**src/rtl/pheap_level_pkg.sv**
```systemverilog
// Shared types and constants for the pipelined heap levels.
package pheap_level_pkg;

  localparam int PQ_LEVELS = 3;
  localparam int KEY_W     = 8;
  localparam int VAL_W     = 8;
  localparam int CAP_W     = PQ_LEVELS;

  typedef enum logic { LEQ = 1'b0, DEQ = 1'b1 } opcode_t;

  typedef enum logic [1:0] {
    DONE       = 2'd0,
    WAIT       = 2'd1,
    NEXT_LEVEL = 2'd2
  } done_t;

  typedef struct packed {
    logic [KEY_W-1:0] key;
    logic [VAL_W-1:0] val;
  } kv_t;

  typedef struct packed {
    kv_t              kv;
    logic [CAP_W-1:0] cap;
    logic             active;
  } entry_t;

  localparam kv_t    KV_EMPTY    = '{key: '0, val: '0};
  localparam entry_t ENTRY_EMPTY = '{kv: KV_EMPTY, cap: '0, active: 1'b0};

  // Free slots in the subtree rooted at a node of the given level.
  function automatic logic [CAP_W-1:0] cap_max(input int levels, input int level);
    cap_max = CAP_W'((1 << (levels - level + 1)) - 1);
  endfunction

endpackage

```
**src/rtl/pheap_level_mem.sv**
```systemverilog
// Node storage for one heap level: combinational own-node read, registered
// child-pair read for the level above, one write port, write-first pair read.
module pheap_level_mem
  import pheap_level_pkg::*;
#(
  parameter int     AW   = 1,
  parameter entry_t INIT = ENTRY_EMPTY
) (
  input  logic          clk,
  input  logic          rst,
  input  logic          wen,
  input  logic [AW-1:0] waddr,
  input  entry_t        wdata,
  input  logic [AW-1:0] raddr,
  output entry_t        rdata,
  input  logic [AW-1:0] pair_addr,
  output entry_t        rd_l,
  output entry_t        rd_r
);

  localparam int N = 1 << AW;

  entry_t mem_q [N];
  entry_t mem_d [N];

  // Storage next-state: the pending write, shared by storage and pair read.
  always_comb begin
    for (int i = 0; i < N; i++) mem_d[i] = mem_q[i];
    if (wen) mem_d[waddr] = wdata;
  end

  assign rdata = mem_q[raddr];

  // Storage update and write-first registered pair read.
  always_ff @(posedge clk) begin
    if (!rst) begin
      for (int i = 0; i < N; i++) mem_q[i] <= INIT;
      rd_l <= ENTRY_EMPTY;
      rd_r <= ENTRY_EMPTY;
    end else begin
      for (int i = 0; i < N; i++) mem_q[i] <= mem_d[i];
      rd_l <= mem_d[pair_addr];
      rd_r <= mem_d[pair_addr | AW'(1)];
    end
  end

endmodule

```
**src/rtl/pheap_level.sv**
```systemverilog
// Generic intermediate / last level of the pipelined heap priority queue.
// Optional protocol checker: define PHEAP_LEVEL_CHK_EN to enable the sticky err flag.
//
// Token handshake: start is a one-cycle pulse accepted only in IDLE (there is
// no ready; the upper level keeps tokens >= 2 cycles apart). On acceptance
// raddr_dn presents the node index to the lower level, whose registered
// child pair arrives in EXEC. start_dn is likewise a one-cycle pulse in EXEC.
module pheap_level
  import pheap_level_pkg::*;
#(
  parameter int LEVELS = PQ_LEVELS,
  parameter int LEVEL  = 2,
  parameter bit LAST   = 1'b0,
  localparam int AW    = LEVEL - 1,
  localparam int RW    = (LEVEL > 2) ? LEVEL - 2 : 1
) (
  input  logic             clk,
  input  logic             rst,
  input  logic             start,
  input  opcode_t          op,
  input  kv_t              kv_in,
  input  logic [AW-1:0]    idx_in,
  input  logic [RW-1:0]    raddr_up,
  output entry_t           rBotL_up,
  output entry_t           rBotR_up,
  output logic [AW-1:0]    raddr_dn,
  input  entry_t           rBotL_dn,
  input  entry_t           rBotR_dn,
  output logic             start_dn,
  output opcode_t          op_dn,
  output kv_t              kv_dn,
  output logic [LEVEL-1:0] idx_dn,
  output done_t            done,
  output logic             err
);

  localparam logic [CAP_W-1:0] CAP_MAX   = cap_max(LEVELS, LEVEL);
  localparam entry_t           NODE_INIT = '{kv: KV_EMPTY, cap: CAP_MAX, active: 1'b0};

  typedef enum logic { IDLE = 1'b0, EXEC = 1'b1 } state_t;

  state_t        state_q, state_d;
  opcode_t       op_q;
  kv_t           kv_q;
  logic [AW-1:0] idx_q;

  entry_t           node, wdata, child_l, child_r;
  logic             wen;
  logic [CAP_W-1:0] cap_dec, cap_inc;
  logic             leq_right, deq_left;
  kv_t              keep, push;

  pheap_level_mem #(.AW(AW), .INIT(NODE_INIT)) u_mem (
    .clk       (clk),
    .rst       (rst),
    .wen       (wen),
    .waddr     (idx_q),
    .wdata     (wdata),
    .raddr     (idx_q),
    .rdata     (node),
    .pair_addr (AW'({raddr_up, 1'b0})),
    .rd_l      (rBotL_up),
    .rd_r      (rBotR_up)
  );

  // The last level has no children: they look empty and full.
  assign child_l = LAST ? ENTRY_EMPTY : rBotL_dn;
  assign child_r = LAST ? ENTRY_EMPTY : rBotR_dn;

  assign cap_dec   = (node.cap == '0) ? '0 : node.cap - CAP_W'(1);
  assign cap_inc   = (node.cap >= CAP_MAX) ? CAP_MAX : node.cap + CAP_W'(1);
  assign leq_right = !((child_l.cap >= child_r.cap) && (child_l.cap != '0));
  assign deq_left  = child_l.active && (!child_r.active || (child_l.kv.key >= child_r.kv.key));

  // State register and token latch.
  always_ff @(posedge clk) begin
    if (!rst) begin
      state_q <= IDLE;
      op_q    <= LEQ;
      kv_q    <= KV_EMPTY;
      idx_q   <= '0;
    end else begin
      state_q <= state_d;
      if (state_q == IDLE && start) begin
        op_q  <= op;
        kv_q  <= kv_in;
        idx_q <= idx_in;
      end
    end
  end

  // Next state, node write and downstream token.
  always_comb begin
    state_d  = state_q;
    start_dn = 1'b0;
    op_dn    = LEQ;
    kv_dn    = KV_EMPTY;
    idx_dn   = '0;
    raddr_dn = '0;
    done     = DONE;
    wen      = 1'b0;
    wdata    = node;
    keep     = node.kv;
    push     = kv_q;
    case (state_q)
      IDLE: begin
        if (start) begin
          state_d  = EXEC;
          raddr_dn = idx_in;
          done     = WAIT;
        end
      end
      EXEC: begin
        state_d = IDLE;
        wen     = 1'b1;
        if (op_q == LEQ) begin
          if (!node.active) begin
            wdata = '{kv: kv_q, cap: cap_dec, active: 1'b1};
          end else begin
            // Larger key stays; ties keep the resident value.
            if (kv_q.key > node.kv.key) begin
              keep = kv_q;
              push = node.kv;
            end
            wdata = '{kv: keep, cap: cap_dec, active: 1'b1};
            if (!LAST) begin
              start_dn = 1'b1;
              op_dn    = LEQ;
              kv_dn    = push;
              idx_dn   = {idx_q, leq_right};
              done     = NEXT_LEVEL;
            end
          end
        end else begin
          if (!child_l.active && !child_r.active) begin
            wdata = '{kv: KV_EMPTY, cap: cap_inc, active: 1'b0};
          end else begin
            wdata    = '{kv: (deq_left ? child_l.kv : child_r.kv), cap: cap_inc, active: 1'b1};
            start_dn = 1'b1;
            op_dn    = DEQ;
            idx_dn   = {idx_q, !deq_left};
            done     = NEXT_LEVEL;
          end
        end
      end
      default: state_d = IDLE;
    endcase
    // Reset in EXEC cancels both the node write and the downstream token.
    if (!rst) begin
      start_dn = 1'b0;
      wen      = 1'b0;
    end
  end

`ifdef PHEAP_LEVEL_CHK_EN
  logic err_q, err_set;

  // Protocol violations observable at this level.
  always_comb begin
    err_set = 1'b0;
    if (state_q == EXEC) begin
      if (start) err_set = 1'b1;
      if (op_q == LEQ && node.cap == '0) err_set = 1'b1;
      if (op_q == DEQ && !node.active) err_set = 1'b1;
      if (op_q == LEQ && !LAST && child_l.cap == '0 && child_r.cap == '0) err_set = 1'b1;
    end
  end

  // Sticky error flag, cleared only by reset.
  always_ff @(posedge clk) begin
    if (!rst) err_q <= 1'b0;
    else if (err_set) err_q <= 1'b1;
  end

  assign err = err_q;
`else
  assign err = 1'b0;
`endif

endmodule
```
**config.mk**
```make
export PLATFORM = sky130hd
export DESIGN_NAME = pheap_level
export DESIGN_NICKNAME = d
export VERILOG_FILES = /design/src/rtl/pheap_level_pkg.sv /design/src/rtl/pheap_level_mem.sv /design/src/rtl/pheap_level.sv
export SDC_FILE = /design/constraint.sdc
export NUM_CORES = 1
export LEC_CHECK = 0
export ABC_AREA = 1
export CAP_MARGIN = 0
export CORE_MARGIN = 3
export CORE_UTILIZATION = 40
export CTS_CLUSTER_SIZE = 20
export DETAILED_ROUTE_END_ITERATION = 12
export PLACE_DENSITY = 0.8
export SLEW_MARGIN = 20
export SYNTH_ARGS = -nofsm -noshare
export SYNTH_HDL_FRONTEND = slang
export SYNTH_SLANG_ARGS = --single-unit
```
**constraint.sdc**
```tcl
create_clock -name clk -period 2.7 [get_ports clk]
set_input_delay 0.405 -clock clk [delete_from_list [all_inputs] [get_ports clk]]
set_output_delay 0.405 -clock clk [all_outputs]
set_load 0.01 [all_outputs]
```
==> run_results.csv <==
group,metric,value,unit
setup_path,cp-end-kind,"output port",
yosys,synth_fa_ha_area_share,6.85,%
finish,antennaDiodeCount,0,
yosys,ys_ff_latch,64,
setup_path,path_class,"register to output port",
clock_network,cts_tree,"done",
grt,grt_pass1_vias,4365,
yosys,synth_area_leader_cell,"dfxtp_1",
yosys,synth_cells,669,
setup_path,worst-path-max-fanout,16,
yosys,synth_nets,755,
setup_path,cp_data_required_time,2.30,ns
finish,fillers,945,
min_path,min_to,"u_mem.rd_r[8]",
status,outcome,"finished, violations left",
power_and_ir_drop,p_int,1.83,mW
die,initial_core_util,41.7,%
status,violations,"setup timing",
clock_network,clockBufferDepth,2,
grt,grt-ovfl-total,0,
die,fp-row-count,37,
min_path,hold_class,"register to register",
clock_network,clock-root-buffer,"clkbuf_8",
routing,dr_total_vias,4796,
clock_network,clk_latency,0.35,ns
finish,regArea,1280,um^2
timing,maxClockFrequency,343,MHz
placement,dp.cells,910,
grt,grt_use_total,21.7,%
power_and_ir_drop,seqPwrFrac,37.9,%
timing,finalSetupViolCount,16,
yosys,synthFlopType,"dfxtp_1",
yosys,synth-simple-area-share,31.1,%
finish,fin_cells,933,
placement,dp_hpwl,10300,um
min_path,min_from,"u_mem.rd_r[8]",
finish,nNetsFinal,881,
routing,drt-total-wl,14300,um
routing,post-route-drc-count,0,
yosys,ys_seq_area_share,29.2,%
power_and_ir_drop,p_sw_share,32.2,%
yosys,synth_common_cells,"nand2_1 (155), nand3_1 (114), inv_1 (94), dfxtp_1 (64), buf_4 (38)",
clock_network,holdBufCountCts,0,
yosys,synth_area,4390,um^2
routing,drt-initial-drc-count,336,
finish,drive_above_1_share,18.2,%
clock_network,cts_htree_levels,3,
yosys,synth_top_area_share,29.2,%
finish,multi_input_area,2570,um^2
setup_path,r2r_end,"u_mem.rd_l[14]",
clock_network,clock-sinks,64,
timing,tightest_slew,0.496,ns
power_and_ir_drop,peakVddDrop,0.310,mV
job,maxCapViolations,0,
timing,fin_crit_sh,108,%
timing,timing.final.crit_period,2.91,ns
yosys,synth.most_common_cell,"nand2_1",
power_and_ir_drop,clkPwrFrac,29.0,%
grt,grt_antenna_before_repair,0,
die,die_h,111,um
power_and_ir_drop,p_sw,0.867,mW
routing,post_drt_wl_per_cell,15.4,um
grt,grt_max_degree,37,
die,coreArea,10500,um^2
power_and_ir_drop,power,2.69,mW
yosys,synth-xor-area-share,0,%
min_path,hold_depth,2,
setup_path,start_kind,"register",
yosys,synth_warnings,0,
yosys,async_flop_share,0,%
die,fp.dieArea,12300,um^2
finish,area_delta_synth_final,42.8,%
timing,setup_ws,-0.213,ns
die,ios,126,
placement,io_buffer_count,123,
setup_path,crit_arrival,2.51,ns
power_and_ir_drop,powerDensity,430,nW/um^2
setup_path,reg2reg_slack,0.09,ns
timing,rsz0062_at_grt,"true",
routing,drt.antenna.violating_nets,0,
yosys,synth_cell_types,31,
timing,slew_violations,0,
yosys,synth_area_leaders,"dfxtp_1 (29%), nand2_1 (13%), nand3_1 (13%)",
power_and_ir_drop,leakage,2.92,nW
timing,finalHoldViolCount,0,
grt,grt_pass1_wl,21700,um
clock_network,clk_pin_slew,0.07,ns
timing,skew,0.00909,ns
yosys,synth_top_family_by_area,"simple AND/OR/NAND/NOR gates",
yosys,syn_area_per_cell,6.56,um^2
routing,viasPerCell,5.14,
yosys,synth_mux_area_share,1.83,%
power_and_ir_drop,combinationalPowerShare,33.2,%
setup_path,ff2ff_path_depth,16,
routing,firstDrtPassIters,6,
placement,place.gp.congestion,0.893,
timing,max-slew-margin-rel,66.8,%
yosys,synth_compound_area_share,12.3,%
timing,whs,0.468,ns
die,die_w,111,um
clock_network,cts_buffers,9,
yosys,synth_edf_count,0,
==> metrics by stage <==
| step | cell area (um^2) | util [%] | TNS (ns) | worst slack (ns) |
|---|---|---|---|---|
| global route | 6260 | 59.6 | -4.46 | -0.300 |
| finish | 6260 | 59.6 | -2.68 | -0.213 |
| floorplan | 4400 | - | -0.521 | -0.0730 |
| CTS | 5960 | 56.7 | -1.36 | -0.112 |
| global placement | 5760 | 54.9 | -3.56 | -0.284 |
| detailed placement | 5760 | 54.9 | -3.62 | -0.265 |
==> layout make-up <==
class	count	share of cell area, %
multi-input combinational	440	41.0
tap	136	2.72
inverter	96	5.79
sequential	64	20.5
timing repair buffer	184	27.1
clock buffer	13	2.86
==> worst max-delay path, cell delays in order (launching register included) <==
cell and delay, ns:
dfxtp_4 0.40, buf_12 0.16, mux2i_4 0.27, ha_4 0.24, a21o_1 0.15, nor2_1 0.13
nand2_2 0.09, nand2_4 0.10, inv_1 0.08, buf_12 0.15, a211oi_1 0.20, buf_2 0.18
==> power groups by stage <==
stage | Combinational (mW) | Sequential, mW | Clock (mW)
2_1_floorplan | 0.414 | 1.03 | 0
3_5_place_dp | 0.725 | 1.03 | 0
6_report | 0.894 | 1.02 | 0.780
5_1_grt | 0.974 | 1.02 | 0.826
4_1_cts | 0.748 | 1.01 | 0.786
3_3_place_gp | 0.714 | 1.03 | 0
==> state kept, by name (all words and copies together), names as in the netlist, named ones only <==
signal	cells
u_mem.rd_l	17
u_mem.rd_r	17
kv_q	16
u_mem.mem_q	10
idx_q	1
op_q	1
state_q	1
==> layout by cell type (no fill, tap or decap), drive strengths merged <==
cell / count
nand2: 159
nand3: 114
clkdlybuf4s50: 106
inv: 95
buf: 75
dfxtp: 64
o21ai: 38
nor2: 37
a21oi: 29
ha: 24
a211oi: 16
clkbuf: 15
mux2i: 8
o32ai: 4
or2: 4
nand3b: 1
a32o: 1
a21o: 1
nand4: 1
clkinv: 1
o221ai: 1
a22o: 1
conb: 1
dlygate4sd2: 1
==> repair_timing <==
action                                 4_1_cts  5_1_grt
buffers inserted                             1        7
setup endpoints to repair                   17       34
pin swaps                                    2       11
resized for setup                           85       41
endpoints found under the hold margin        0        0
cloned                                       0        2
==> routing by layer <==
| layer | share of wire [%] | track usage [%] |
|---|---|---|
| met2 | 46 | 34.4 |
| met1 | 42 | 28.7 |
| met5 | 0 | 0 |
| met3 | 8.9 | 5.84 |
| met4 | 3.6 | 7.06 |
==> worst max-delay path by stage <==
stage | start | to | slack, ns | cells past startpoint
3_5_place_dp | register | kv_dn[4] | -0.27 | 12
5_1_grt | register | kv_dn[13] | -0.30 | 12
4_1_cts | register | kv_dn[8] | -0.11 | 14
2_1_floorplan | register | kv_dn[10] | -0.07 | 12
3_3_place_gp | register | kv_dn[4] | -0.28 | 12
6_report | register | kv_dn[9] | -0.21 | 11
==> cells by family (layout without fill, tap and decap cells) <==
| family | count (synthesis) | after routing |
|---|---|---|
| fa+ha+maj | 24 | 24 |
| other cells | 1 | 1 |
| simple gates | 316 | 316 |
| mux | 8 | 8 |
| compound gates | 91 | 91 |
| buf+inv | 165 | 293 |
| flops | 64 | 64 |
No activity file was read; power rests on OpenSTA's default activity.
